File: src/rtl/iob_uart_tx_sched.sv
// Round-robin packet scheduler sharing one uart_core transmit path between N_CH requesters.
// Define IOB_UART_TX_SCHED_HDR_EN to prefix every packet with header byte 8'hF0 | channel.
module iob_uart_tx_sched #(
  parameter int unsigned N_CH    = 2,
  parameter int unsigned TIMEOUT = 1024,
  parameter int unsigned TO_W    = 16
) (
  input  logic              clk_i,
  input  logic              arst_i,
  input  logic              cke_i,
  input  logic              en_i,
  input  logic [N_CH-1:0]   req_valid_i,
  input  logic [8*N_CH-1:0] req_data_i,
  input  logic [N_CH-1:0]   req_last_i,
  output logic [N_CH-1:0]   req_ready_o,
  input  logic              tx_ready_i,
  output logic [7:0]        tx_data_o,
  output logic              tx_wr_o,
  output logic [N_CH-1:0]   grant_o,
  output logic              busy_o,
  output logic              timeout_o
);

  localparam int unsigned     IDX_W   = (N_CH > 1) ? $clog2(N_CH) : 1;
  localparam int unsigned     OFF_W   = IDX_W + 3;
  localparam bit              TO_EN   = (TIMEOUT != 0);
  localparam logic [TO_W-1:0] TO_LAST = TO_W'(TIMEOUT - 1);

`ifdef IOB_UART_TX_SCHED_HDR_EN
  typedef enum logic [1:0] {IDLE = 2'd0, XFER = 2'd1, GAP = 2'd2, HDR = 2'd3} state_e;
`else
  typedef enum logic [1:0] {IDLE = 2'd0, XFER = 2'd1, GAP = 2'd2} state_e;
`endif

  state_e            state_q, state_d;
  logic [N_CH-1:0]   grant_q, grant_d;
  logic [IDX_W-1:0]  gidx_q, gidx_d;
  logic [IDX_W-1:0]  ptr_q, ptr_d;
  logic [7:0]        tx_data_q, tx_data_d;
  logic              tx_wr_q, tx_wr_d;
  logic              timeout_q, timeout_d;
  logic              busy_q, busy_d;
  logic              last_q, last_d;
  logic              gap_q, gap_d;
  logic [TO_W-1:0]   to_cnt_q, to_cnt_d;

  logic              sel_found;
  logic [IDX_W-1:0]  sel_idx;
  logic [IDX_W-1:0]  cand;
  logic [OFF_W-1:0]  g_off;
  logic [7:0]        g_byte;
  logic              acc_ok;
  logic              accept;
  logic              stall;

  // First valid channel after the pointer, wrapping at N_CH-1
  always_comb begin : arb_search
    sel_found = 1'b0;
    sel_idx   = '0;
    cand      = '0;
    for (int unsigned i = 1; i <= N_CH; i++) begin
      cand = IDX_W'((32'(ptr_q) + i) % N_CH);
      if (!sel_found && req_valid_i[cand]) begin
        sel_found = 1'b1;
        sel_idx   = cand;
      end
    end
  end

  always_comb begin : xfer_ctrl
    g_off  = {gidx_q, 3'b000};
    g_byte = req_data_i[g_off +: 8];
    acc_ok = (state_q == XFER) & tx_ready_i & cke_i;
    accept = acc_ok & req_valid_i[gidx_q];
    stall  = (state_q == XFER) & tx_ready_i & ~req_valid_i[gidx_q];
  end

  always_comb begin : fsm_next
    state_d   = state_q;
    grant_d   = grant_q;
    gidx_d    = gidx_q;
    ptr_d     = ptr_q;
    tx_data_d = tx_data_q;
    tx_wr_d   = 1'b0;
    timeout_d = 1'b0;
    last_d    = last_q;
    gap_d     = gap_q;
    to_cnt_d  = to_cnt_q;
    case (state_q)
      IDLE: begin
        if (en_i && sel_found) begin
          grant_d  = N_CH'(1) << sel_idx;
          gidx_d   = sel_idx;
          to_cnt_d = '0;
`ifdef IOB_UART_TX_SCHED_HDR_EN
          state_d  = HDR;
`else
          state_d  = XFER;
`endif
        end
      end
      XFER: begin
        if (accept) begin
          tx_data_d = g_byte;
          tx_wr_d   = 1'b1;
          last_d    = req_last_i[gidx_q];
          gap_d     = 1'b0;
          to_cnt_d  = '0;
          state_d   = GAP;
        end else if (TO_EN && stall) begin
          // Stalled owner with the core ready: revoke before it locks the line
          if (to_cnt_q == TO_LAST) begin
            timeout_d = 1'b1;
            ptr_d     = gidx_q;
            grant_d   = '0;
            state_d   = IDLE;
          end else begin
            to_cnt_d = to_cnt_q + TO_W'(1);
          end
        end
      end
      GAP: begin
        if (gap_q) begin
          gap_d = 1'b0;
          if (last_q) begin
            ptr_d   = gidx_q;
            grant_d = '0;
            state_d = IDLE;
          end else begin
            to_cnt_d = '0;
            state_d  = XFER;
          end
        end else begin
          gap_d = 1'b1;
        end
      end
`ifdef IOB_UART_TX_SCHED_HDR_EN
      HDR: begin
        if (tx_ready_i) begin
          tx_data_d = {4'hF, 4'(gidx_q)};
          tx_wr_d   = 1'b1;
          last_d    = 1'b0;
          gap_d     = 1'b0;
          state_d   = GAP;
        end
      end
`endif
      default: state_d = IDLE;
    endcase
    busy_d = (state_d != IDLE);
  end

  // Clock enable low freezes every flop, including a pending write strobe
  always_ff @(posedge clk_i or posedge arst_i) begin
    if (arst_i) begin
      state_q   <= IDLE;
      grant_q   <= '0;
      gidx_q    <= '0;
      ptr_q     <= IDX_W'(N_CH - 1);
      tx_data_q <= '0;
      tx_wr_q   <= 1'b0;
      timeout_q <= 1'b0;
      busy_q    <= 1'b0;
      last_q    <= 1'b0;
      gap_q     <= 1'b0;
      to_cnt_q  <= '0;
    end else if (cke_i) begin
      state_q   <= state_d;
      grant_q   <= grant_d;
      gidx_q    <= gidx_d;
      ptr_q     <= ptr_d;
      tx_data_q <= tx_data_d;
      tx_wr_q   <= tx_wr_d;
      timeout_q <= timeout_d;
      busy_q    <= busy_d;
      last_q    <= last_d;
      gap_q     <= gap_d;
      to_cnt_q  <= to_cnt_d;
    end
  end

  assign req_ready_o = grant_q & {N_CH{acc_ok}};
  assign tx_data_o   = tx_data_q;
  assign tx_wr_o     = tx_wr_q & cke_i;
  assign grant_o     = grant_q;
  assign busy_o      = busy_q;
  assign timeout_o   = timeout_q;

endmodule

File: config.mk
export PLATFORM = sky130hd
export DESIGN_NAME = iob_uart_tx_sched
export DESIGN_NICKNAME = d
export VERILOG_FILES = /design/src/rtl/iob_uart_tx_sched.sv
export SDC_FILE = /design/constraint.sdc
export NUM_CORES = 1
export LEC_CHECK = 0
export CAP_MARGIN = 10
export CORE_ASPECT_RATIO = 0.75
export CORE_MARGIN = 2
export CORE_UTILIZATION = 25
export CTS_CLUSTER_SIZE = 16
export DETAILED_ROUTE_END_ITERATION = 10
export DONT_BUFFER_PORTS = 1
export GPL_TIMING_DRIVEN = 0
export PLACE_DENSITY = 0.45
export SYNTH_ARGS = -nofsm -noshare
export SYNTH_HDL_FRONTEND = slang
export SYNTH_SLANG_ARGS = --single-unit
export TNS_END_PERCENT = 50
File: constraint.sdc
create_clock -name clk_i -period 2 [get_ports clk_i]
set_input_delay 0.3 -clock clk_i [delete_from_list [all_inputs] [get_ports clk_i]]
set_output_delay 0.3 -clock clk_i [all_outputs]
set_load 0.005 [all_outputs]
==> impl_metrics.csv, run 1 <==
group,metric,value,unit
die,start_util,25.7,%
die,row_count,28,
die,design.core.area,7850,um^2
timing,rsz0062_at_grt,"true",
timing,clock_skew,10.3,ps
cells_and_area,fin_area,2610,um^2
grt,grt_overflow,0,
critical_path,crit_fanout,6,
critical_path,worstReg2RegStart,"state_q[0]$_DFFE_PP0P_",
critical_path,endpoint_kind,"flop",
grt,antenna_found_initial,0,
yosys,yosysWarningCount,0,
critical_path,reg2reg_to,"to_cnt_q[9]$_DFFE_PP0P_",
grt,grt_pass1_vias,1551,
detailed_routing,viasPerCell,4.83,
yosys,synthAdderAreaFrac,3.10,%
timing,worstMarginPinSlew,806,ps
clock_tree,htreeDepth,2,
place,dp_slack,-301,ps
place,globalplace.congestion,0.805,
yosys,synth_cells,214,
cells_and_area,syn2layout_area_growth,29.3,%
clock_tree,cts_tree,"built",
timing,setup_violations,0,
critical_path,reg2regPathDepth,7,
worst_hold_path,min_path_type,"primary input to asynchronous set/reset pin",
yosys,synth_area,2020,um^2
critical_path,path_buf_inv,1,
power,leakagePower,0.00103,uW
detailed_routing,wire_per_inst,15.4,um
yosys,synth_top_cells_by_count,"dfrtp_1, a21oi_1, nor2_1",
detailed_routing,final_antenna_net_count,0,
yosys,synthMuxAreaShare,8.44,%
yosys,synth_most_common_cell,"dfrtp_1",
yosys,synth-compound-area-share,16.9,%
timing,fmax,515,MHz
die,die_h,81.8,um
clock_tree,cts_hold_buffers,0,
timing,min_period,1940,ps
critical_path,critPathArrivalTime,2180,ps
flow_run,max-cap-violations,0,
timing,maxSlewViolCount,0,
yosys,synth_top_family_by_area,"simple AND/OR/NAND/NOR gates",
critical_path,critPathKind,"flop to flop",
critical_path,start_kind,"flop",
critical_path,r2r_setup_slack,60,ps
critical_path,critPathRequiredTime,2230,ps
power,peakVddDrop,0.000448,V
grt,grt_pass1_wl,8570,um
yosys,ys_ff_latch,35,
detailed_routing,drtIter0Drc,79,
place,place_area,2150,um^2
yosys,synth_top_area_share,42.2,%
timing,hold_ws,21.7,ps
yosys,seq_area_frac_synth,43.5,%
yosys,async_reset_ff_share,100,%
yosys,synthDistinctLibCells,46,
detailed_routing,drcViolationCount,0,
die,fp.dieW,108,um
critical_path,worst_path_max_delay_cell,"or4_1",
die,die-area,8800,um^2
place,dp_hpwl,3440,um
grt,grt_usage,12.7,%
yosys,ys.flop_type,"dfrtp_1",
yosys,yosys.area.top_type,"dfrtp_1",
detailed_routing,wl,5210,um
cells_and_area,layout-drive-gt1-share,27.8,%
clock_tree,clk_pin_slew,90,ps
cells_and_area,layout.nets,263,
clock_tree,clock_latency,300,ps
cells_and_area,fin_util,33.2,%
grt,grt_max_degree,36,
timing,tns,0,ps
critical_path,critPathMaxStageDelay,490,ps
die,io_pins,40,
detailed_routing,drt_first_pass_iters,4,
power,p_per_area,1260,nW/um^2
yosys,synthXorXnorAreaFrac,1.30,%
timing,hold_violations,0,
place,io_buffers,0,
timing,fin_ws,57.4,ps
clock_tree,clockRootBuffer,"clkbuf_8",
clock_tree,cts_buffer_depth,2,
critical_path,worstPathCellList,"ha_4, nand2b_4, a221oi_4, buf_12, nand2_8, or4_1, nand3_1",
yosys,synth_area_leaders,"dfrtp_1, mux2i_1, a21oi_1, nor2_1, ha_1",
yosys,synth_edf_count,0,
yosys,postSynthAreaPerCell,9.42,um^2
yosys,syn_nets,244,
detailed_routing,route.vias.total,1638,
clock_tree,numCtsBuffers,5,
clock_tree,cts_num_sinks,35,
cells_and_area,n_antenna_cell,0,
timing,slew_headroom,45.7,%
yosys,yosys.area_share.simple,23.2,%
critical_path,crit_family,"simple AND/OR/NAND/NOR gates",
status,outcome,"complete, no violations",
timing,post-route-period-util,97.1,%
==> cell families (layout without fill, tap and decap cells) <==
| kind of cell | Yosys count | in the layout |
|---|---|---|
| and+or+nand+nor | 88 | 88 |
| DFF | 35 | 35 |
| AOI/OAI and AO/OA | 51 | 52 |
| muxes | 16 | 16 |
| xor gates and xnor gates | 3 | 3 |
| buffers and inverters | 16 | 35 |
| adders and majority gates | 5 | 5 |
==> cell type report <==
cell class                      count  area [um^2]
Inverter                            9         36.3
Sequential cell                    35          880
Timing Repair Buffer               12          123
Multi-Input combinational cell    164         1250
Tap cell                          105          131
Fill cell                         820         5240
Clock buffer                        5         68.8
Buffer                              6         46.3
Clock inverter                      3         67.6
==> flip-flops by register name (all words and copies together), names as in the netlist, 2 cells and up <==
signal and flops:
state_q 2, tx_data_o 8, grant_o 2, to_cnt_q 16
==> what timing repair did <==
action / in CTS / in global routing
pin swaps: 2 / 12
setup buffers: 7 / 5
endpoints found under the setup margin: 30 / 26
resized for setup: 16 / 35
cloned: 1 / 0
==> where the power goes <==
part | internal [uW] | leakage, uW | switching [uW] | total, uW
logic | 651 | 0.000515 | 755 | 1410
registers | 903 | 0.000448 | 170 | 1070
clock network | 498 | 0.0000644 | 298 | 795
==> placed cells by master (no fill, tap or decap), types with 5 or more instances in the layout <==
master    instances
o21ai_1           7
and2_1            5
mux2i_1          10
nand2_1          12
or3_1             7
nand3_1          11
buf_4             8
clkbuf_8          5
inv_1             6
dfrtp_1          32
a21oi_2           5
a21oi_1          16
nand4_1           8
o21ai_0           5
nor2_1           17
==> routing by layer <==
metal / global-route usage, % / share of wire (%)
met2: 17.5 / 41
met1: 18.7 / 52
met3: 3.49 / 5.3
met4: 4.62 / 1.7
met5: 0 / 0
==> stage by stage <==
| step | total power, uW | cells |
|---|---|---|
| 2_1_floorplan | 1830 | 214 |
| 3_3_place_gp | 2060 | 319 |
| 3_5_place_dp | 2080 | 319 |
| 4_1_cts | 3070 | 335 |
| 5_1_grt | 3500 | 339 |
| 6_report | 3270 | 339 |
==> worst max-delay path by stage <==
| stage | end | cells after the start | startpoint |
|---|---|---|---|
| after floorplan | to_cnt_q[14]$_DFFE_PP0P_ | 6 | state_q[0]$_DFFE_PP0P_ |
| after global placement | gap_q$_DFFE_PP0P_ | 9 | state_q[1]$_DFFE_PP0P_ |
| after detailed placement | gap_q$_DFFE_PP0P_ | 9 | state_q[1]$_DFFE_PP0P_ |
| after CTS | to_cnt_q[5]$_DFFE_PP0P_ | 9 | state_q[1]$_DFFE_PP0P_ |
| after global routing | to_cnt_q[9]$_DFFE_PP0P_ | 7 | state_q[1]$_DFFE_PP0P_ |
| final | to_cnt_q[9]$_DFFE_PP0P_ | 7 | state_q[0]$_DFFE_PP0P_ |
No activity file was read; power rests on OpenSTA's default activity.
==> inputs of run 2 (changes only) <==
--- a/config.mk
+++ b/config.mk
@@ -14,6 +14,7 @@
 export DONT_BUFFER_PORTS = 1
 export GPL_TIMING_DRIVEN = 0
 export PLACE_DENSITY = 0.45
+export SKIP_LAST_GASP = 1
 export SYNTH_ARGS = -nofsm -noshare
 export SYNTH_HDL_FRONTEND = slang
 export SYNTH_SLANG_ARGS = --single-unit
==> run 2 against run 1 <==
  * Worst hold slack worse by 1.3 ps
  * Non-clock buffer count is the same
  * Global-route usage down 0.087 points
  * Register-to-register slack hardly changed
==> impl_metrics.csv, run 2 (same netlist as run 1, synthesis figures left out) <==
group,metric,value,unit
status,outcome,"complete, no violations",
worst_hold_path,min_path_type,"primary input to asynchronous set/reset pin",
cells_and_area,layout_commonest_cell,"dfrtp_1",
timing,maxSlewViolCount,0,
critical_path,worstPathCellList,"ha_4, nand2b_4, a221oi_4, buf_12, nand2_4, or4_1, nand3_1",
die,design.core.area,7850,um^2
place,dp_hpwl,3440,um
critical_path,critPathRequiredTime,2230,ps
grt,grt_pass1_vias,1550,
clock_tree,numCtsBuffers,5,
place,placed_cells,319,
place,globalplace.congestion,0.805,
die,start_util,25.7,%
cells_and_area,n_antenna_cell,0,
cells_and_area,final_cells,339,
timing,post-route-period-util,97.5,%
detailed_routing,viasPerCell,4.86,
critical_path,reg2reg_to,"to_cnt_q[5]$_DFFE_PP0P_",
timing,min_period,1950,ps
clock_tree,cts_num_sinks,35,
clock_tree,cts_tree,"built",
critical_path,critPathKind,"flop to flop",
timing,fmax,513,MHz
detailed_routing,drt_first_pass_iters,4,
die,fp.dieW,108,um
critical_path,worst_path_max_delay_cell,"or4_1",
grt,grt_max_degree,36,
die,io_pins,40,
clock_tree,clockRootBuffer,"clkbuf_8",
timing,rsz0062_at_grt,"true",
power,peakVddDrop,0.000420,V
clock_tree,htreeDepth,2,
place,io_buffers,0,
clock_tree,clk_pin_slew,80,ps
critical_path,critPathMaxStageDelay,490,ps
detailed_routing,wire_per_inst,15.2,um
critical_path,r2r_setup_slack,50,ps
power,p_per_area,1260,nW/um^2
critical_path,endpoint_kind,"flop",
cells_and_area,largest_reg_flops,16,
cells_and_area,syn2layout_area_growth,26.9,%
critical_path,reg2regPathDepth,7,
grt,grt_overflow,0,
detailed_routing,drcViolationCount,0,
timing,worstMarginPinSlew,831,ps
die,die_h,81.8,um
critical_path,start_kind,"flop",
power,leakagePower,0.00102,uW
critical_path,crit_fanout,6,
grt,antenna_found_initial,0,
timing,slew_headroom,44.1,%
clock_tree,cts_buffer_depth,2,
clock_tree,clock_latency,300,ps
cells_and_area,layout.nets,263,
timing,setup_violations,0,
grt,grt_usage,12.6,%
timing,tns,0,ps
detailed_routing,final_antenna_net_count,0,
grt,grt_pass1_wl,8510,um
cells_and_area,final_cell_mix,"dfrtp_1, a21oi_1, nor2_1",
die,die-area,8800,um^2
critical_path,critPathArrivalTime,2180,ps
detailed_routing,route.vias.total,1646,
detailed_routing,drtIter0Drc,145,
cells_and_area,regMostFlops,"to_cnt_q",
flow_run,max-cap-violations,0,
critical_path,worstReg2RegStart,"state_q[0]$_DFFE_PP0P_",
timing,hold_violations,0,
cells_and_area,layout-drive-gt1-share,23.9,%
timing,clock_skew,9.29,ps
detailed_routing,wl,5160,um
die,row_count,28,
==> run 2: cell counts in the layout (fill, tap and decap cells not counted) <==
Identical to the previous run, type by type.
==> run 2: per-layer routing <==
layer / share of wire (%) / global-route usage (%) / up-vias
met5: 0 / 0 / -
met4: 1.7 / 4.62 / 0
met3: 4.9 / 3.25 / 8
met2: 42 / 17.5 / 42
met1: 51 / 18.6 / 775
li1: - / - / 821
==> run 2: metrics by stage <==
| step | instance area [um^2] | hold WS [ps] | util, % | setup WS (ps) | total power, uW |
|---|---|---|---|---|---|
| 2_1_floorplan | 2020 | 396 | - | 68.5 | 1830 |
| 3_3_place_gp | 2150 | 410 | 27.4 | -304 | 2060 |
| 3_5_place_dp | 2150 | 374 | 27.4 | -301 | 2080 |
| 4_1_cts | 2410 | 46.8 | 30.7 | -41.9 | 3050 |
| 5_1_grt | 2560 | 74.9 | 32.6 | -26.4 | 3460 |
| 6_report | 2560 | 20.4 | 32.6 | 51.0 | 3230 |
==> run 2: power by group <==
group	switching (uW)	leakage, uW	internal, uW
Sequential	171	0.000448	903
Clock	294	0.0000644	497
Combinational	725	0.000513	641
==> run 2: worst max-delay path by stage <==
| stage | start | end | slack (ps) | cells after the start |
|---|---|---|---|---|
| 2_1_floorplan | state_q[0]$_DFFE_PP0P_ | to_cnt_q[14]$_DFFE_PP0P_ | 70 | 6 |
| 3_3_place_gp | state_q[1]$_DFFE_PP0P_ | gap_q$_DFFE_PP0P_ | -300 | 9 |
| 3_5_place_dp | state_q[1]$_DFFE_PP0P_ | gap_q$_DFFE_PP0P_ | -300 | 9 |
| 4_1_cts | gidx_q$_DFFE_PP0P_ | grant_o[1]$_DFFE_PP0P_ | -40 | 6 |
| 5_1_grt | state_q[1]$_DFFE_PP0P_ | tx_data_o[0]$_DFFE_PP0P_ | -30 | 7 |
| 6_report | state_q[0]$_DFFE_PP0P_ | to_cnt_q[5]$_DFFE_PP0P_ | 50 | 7 |
==> run 2: area by class of cell <==
type | instances | area, um^2
fill | 830 | 5290
multi-input combinational | 164 | 1210
sequential | 35 | 880
tap | 105 | 131
timing repair buffer | 12 | 119
clock buffer | 5 | 68.8
clock inverter | 3 | 67.6
buffer | 6 | 46.3
inverter | 9 | 36.3
==> run 2: repair_timing <==
action	CTS	global route
cloned	1	0
hold buffers	0	0
gates resized for setup	13	26
setup buffers	7	5
pin swaps	2	6
setup endpoints to repair	30	28
==> run 2: worst max-delay path, delay by kind of cell, from the launching register on <==
kind                       cells  cell delay, ps
DFF                            1             480
AOI/OAI and AO/OA              1             230
adders and majority gates      1             190
and+or+nand+nor                4             790
buffers and inverters          1             170
==> inputs of run 3 (changes only) <==
--- a/config.mk
+++ b/config.mk
@@ -5,7 +5,7 @@
 export SDC_FILE = /design/constraint.sdc
 export NUM_CORES = 1
 export LEC_CHECK = 0
-export CAP_MARGIN = 10
+export CAP_MARGIN = 25
 export CORE_ASPECT_RATIO = 0.75
 export CORE_MARGIN = 2
 export CORE_UTILIZATION = 25
==> results of run 3 <==
No change in the layout: final DEF, timing and power equal those of run 2.
==> patch 1, RTL diff (flow settings as in run 3) <==
Reset style: synchronous (`arst_i`), changed in one clocked block.
--- a/src/rtl/iob_uart_tx_sched.sv
+++ b/src/rtl/iob_uart_tx_sched.sv
@@ -152,5 +152,5 @@
 
   // Clock enable low freezes every flop, including a pending write strobe
-  always_ff @(posedge clk_i or posedge arst_i) begin
+  always_ff @(posedge clk_i) begin
     if (arst_i) begin
       state_q   <= IDLE;
Function: differs if arst_i is asserted again (counterexample within 4 cycles, from zero or initial values and one cycle with arst_i high); with arst_i held inactive, the same outputs for 4 cycles.
==> patch 1 against run 3 <==
The run now ends with negative setup slack left. Critical path depth grew 1. Synthesized area decreased by 7.4%. Sequential cell count stayed put. Design area barely moved. Setup slack got worse by 75 ps. Routed wire length is 3.0% lower. Critical path type unchanged.
Power is not compared: it rests on default switching activity, and its combinational part moved more than twofold at a synthesized area within 25%.
==> patch 1: results (changes against run 3) <==
Outcome
  – Status: finished with violations (was finished clean)
  – Failing checks: negative setup slack

Hold path
  – Type of the tightest min-delay check: input pin to flip-flop (was input pin to async pin)

Critical path
  – CP arrival: 2220 ps (was 2180 ps)
  – CP max-delay cell: dfxtp_4 (was or4_1)
  – Max stage delay on crit path: 380 ps (was 490 ps)
  – Cell family with most CP delay: compound AO/OA/AOI/OAI gates (was simple AND/OR/NAND/NOR gates)

Timing
  – Setup Viol. Count Final: 3 (was 0)
  – Slew @ Worst Pin: 626 ps (was 831 ps)
  – Worst Slack Setup Final: -24.0 ps (was 51.0 ps)
  – Clock skew: 3.78 ps (was 9.29 ps)

Yosys
  – Top post-synthesis cells by area: dfxtp_1 38%, nor2_1 6.4%, mux2i_1 5.9%, xnor2_1 5.6%, a211oi_1 4.4% (was dfrtp_1 42%, mux2i_1 5.5%, a21oi_1 5.2%, nor2_1 3.4%, ha_1 3.1%)
  – Synth Area in Adders: 0.0335 (was 0.0310)
  – Mux cell area share after synthesis: 0.0590 (was 0.0844)
  – Sequential fraction of the synthesis area: 0.376 (was 0.435)
  – Synth Area in Compound Gates: 0.212 (was 0.169)
  – Synth async-reset ratio: 0 (was 1.00)
  – Synth Area in XOR/XNOR: 0.0610 (was 0.0130)
  – Cells after Synth: 215 (was 214)

Route
  – Initial DRC Count: 77 (was 145)
  – DR WL/cell: 14.5 microns (was 15.2 microns)

Final layout
  – Fraction of layout cells with a size suffix above 1: 0.311 (was 0.239)
  – Post-route cell area: 2550 sq um (was 2560 sq um)
  – Fraction of area in multi-input gates: 0.512 (was 0.473)
  – Final #Nets: 273 (was 263)
  – Clock buf count: 8 (was 5)
  – Signal buf overhead: 0.105 (was 0.0646)
  – Fin cells: 345 (was 339)
  – Non-clk bufs: 31 (was 18)
  – Fraction of area in registers: 0.280 (was 0.344)
  – Final clock-cell share: 0.0392 (was 0.0533)

Placement
  – Placed cell area: 1990 sq um (was 2150 sq um)
  – DP Cell Count: 316 (was 319)
  – Setup slack at placement: -591 ps (was -301 ps)
  – GPL Wtd Cong: 0.811 (was 0.805)

GRT
  – Vias in the first global route: 1492 (was 1550)
  – First-pass GRT wire length: 7600 microns (was 8510 microns)

Clock tree
  – Post-cts resize count: 38 (was 13)
-- patch 1: cell types whose count changed in the layout (fill, tap and decap cells not counted), sizes merged, moves of 4 or more --
| cell | change |
|---|---|
| dfrtp | -34 |
| buf | +11 |
| a2111oi | +4 |
| dfxtp | +35 |
| or3 | -5 |
| a21oi | -7 |
| o21ai | -10 |
| a211oi | +12 |
| nor2 | +14 |
| nand3 | -6 |
| clkbuf | +5 |
| mux2 | -5 |
| xnor2 | +12 |
-- patch 1: worst paths after layout --
check,slack [ps],startpoint,cells past startpoint,end
min reg2reg,480,tx_wr_q,2,tx_wr_q
min,50,arst_i,1,state_q[0]
max reg2reg,-20,state_q[0],8,to_cnt_q[9]
max,-20,state_q[0],8,to_cnt_q[9]
-- patch 1: per-layer routing --
metal	track usage	up-vias	wire length [microns]
li1	-	826	-
met5	0	-	0
met3	0.0312	11	227
met4	0.0486	0	100
met2	0.177	37	2270
met1	0.157	765	2400
==> patch 2, RTL diff (config.mk and constraints of run 3) <==
Without the edit above. The parameter `N_CH` goes from 2 to 4.
--- a/src/rtl/iob_uart_tx_sched.sv
+++ b/src/rtl/iob_uart_tx_sched.sv
@@ -2,5 +2,5 @@
 // Define IOB_UART_TX_SCHED_HDR_EN to prefix every packet with header byte 8'hF0 | channel.
 module iob_uart_tx_sched #(
-  parameter int unsigned N_CH    = 2,
+  parameter int unsigned N_CH    = 4,
   parameter int unsigned TIMEOUT = 1024,
   parameter int unsigned TO_W    = 16
Interface: changed (5 resized); port bits go from 40 to 64. The function was not compared with the original's and may differ.
==> patch 2 against run 3 <==
The flow now finishes with violations (negative setup slack). Global-route usage grew 0.83 points. Setup slack lost 390 ps. Via count grew 25%. Critical path type unchanged. Synthesized area grew 21%. Critical endpoint is now grant_o[0]. Final cell count grew 19%. Design area grew 20%. Total power grew 8.9%. Routed wire length grew 29%. Sequential cell count grew 4.
==> patch 2: results (changes against run 3) <==
Route
  – Initial DRC Count: 124 (was 145)
  – Wire length on met2: 2680 microns (was 2170 microns)
  – DR WL/cell: 16.6 microns (was 15.2 microns)
  – WL met3: 272 microns (was 253 microns)
  – Met1 Wirelength: 3640 microns (was 2650 microns)
  – DR vias/cell: 5.11 (was 4.86)

Pwr
  – Pint: 2.24 mW (was 2.04 mW)
  – Reg power frac: 0.348 (was 0.332)
  – Lkg Pwr: 1.20 nW (was 1.02 nW)
  – Clk power: 0.771 mW (was 0.792 mW)
  – Sequential group power: 1.22 mW (was 1.07 mW)
  – Worst VDD drop: 382 uV (was 420 uV)

Timing
  – Worst hold slack: 296 ps (was 20.4 ps)
  – Slew @ Worst Pin: 715 ps (was 831 ps)
  – Worst Slack Setup Final: -338 ps (was 51.0 ps)
  – Clock skew: 8.64 ps (was 9.29 ps)
  – Setup Viol. Count Final: 23 (was 0)

Placement
  – Placed cell area: 2660 sq um (was 2150 sq um)
  – Setup slack at placement: -587 ps (was -301 ps)
  – Dpl hpwl: 4630 microns (was 3440 microns)
  – GPL Wtd Cong: 0.806 (was 0.805)
  – DP Cell Count: 376 (was 319)

GRT
  – Met1 Track Usage GR: 0.205 (was 0.186)
  – Vias in the first global route: 2062 (was 1550)
  – Gr usage total: 0.134 (was 0.126)
  – M3 GR Usage: 0.0253 (was 0.0325)
  – Largest net degree at the start of global routing: 22 (was 36)
  – Global-route met2 utilization: 0.193 (was 0.175)

Clock tree
  – Setup repair bufs after CTS: 14 (was 7)
  – Clk Latency, worst-skew pair: 280 ps (was 300 ps)
  – CTS Root Cell: clkbuf_16 (was clkbuf_8)
  – Clk slew on worst S/H paths: 60 ps (was 80 ps)
  – CTS Hold Buffers Added: 1 (was 0)
  – Post-cts resize count: 20 (was 13)

Yosys
  – Synthesized area per cell: 10.1 sq um (was 9.42 sq um)
  – Top post-synthesis cells by area: dfrtp_1 38%, mux4_2 9.2%, mux2_2 5.1%, o21ai_0 4.9%, o31ai_1 2.8% (was dfrtp_1 42%, mux2i_1 5.5%, a21oi_1 5.2%, nor2_1 3.4%, ha_1 3.1%)
  – Syn. warnings: 0 (unchanged)
  – Post-synth top cells: 37 x dfrtp_1, 24 x o21ai_0, 17 x nand2_1 (was 34 x dfrtp_1, 21 x a21oi_1, 18 x nor2_1)
  – Cell variety after synth: 47 (was 46)
  – Post-synthesis net count: 293 (was 244)
  – Sequential fraction of the synthesis area: 0.400 (was 0.435)

Critical path
  – CP arrival: 2560 ps (was 2180 ps)
  – CP endpoint: grant_o[0] (was to_cnt_q[5])
  – CP max-delay cell: or4_4 (was or4_1)
  – Max stage delay on crit path: 560 ps (was 490 ps)
  – Critical-path maximum fanout: 5 (was 6)
  – Critical path startpoint: to_cnt_q[15] (was state_q[0])

Outcome
  – Failing checks: negative setup slack
  – Status: finished with violations (was finished clean)

Hold path
  – Type of the tightest min-delay check: input pin to flip-flop (was input pin to async pin)

Final layout
  – Fraction of layout cells with a size suffix above 1: 0.307 (was 0.239)
  – Final #Nets: 319 (was 263)
  – Fin cells: 402 (was 339)
## patch 2: cell types whose count changed in the layout (fill, tap and decap cells not counted), moves of 10 or more
| cell | run 3 | this run |
|---|---|---|
| mux2i_1 | 10 | 0 |
| nor2_1 | 18 | 8 |
| mux4_2 | 0 | 10 |
| o21ai_0 | 5 | 22 |
| a21oi_1 | 19 | 9 |
## patch 2: logic make-up after synthesis
| logic type | after synthesis | synth area share |
|---|---|---|
| AO/OA/AOI/OAI | 78 | 0.211 |
| adder cells (fa/ha/maj) | 5 | 0.0256 |
| buffers and inverters | 20 | 0.0368 |
| flip-flops | 39 | 0.400 |
| multiplexers | 21 | 0.143 |
| AND/OR/NAND/NOR | 80 | 0.184 |
## patch 2: final cells by class
type,count,area (sq um)
multi-input cells,184,1500
clock inverters,1,5.00
clock buffers,7,133
well taps,132,165
plain buffers,8,56.3
fillers,976,6510
repair buffers,23,206
flip-flops and latches,39,981
inverters,8,30.0
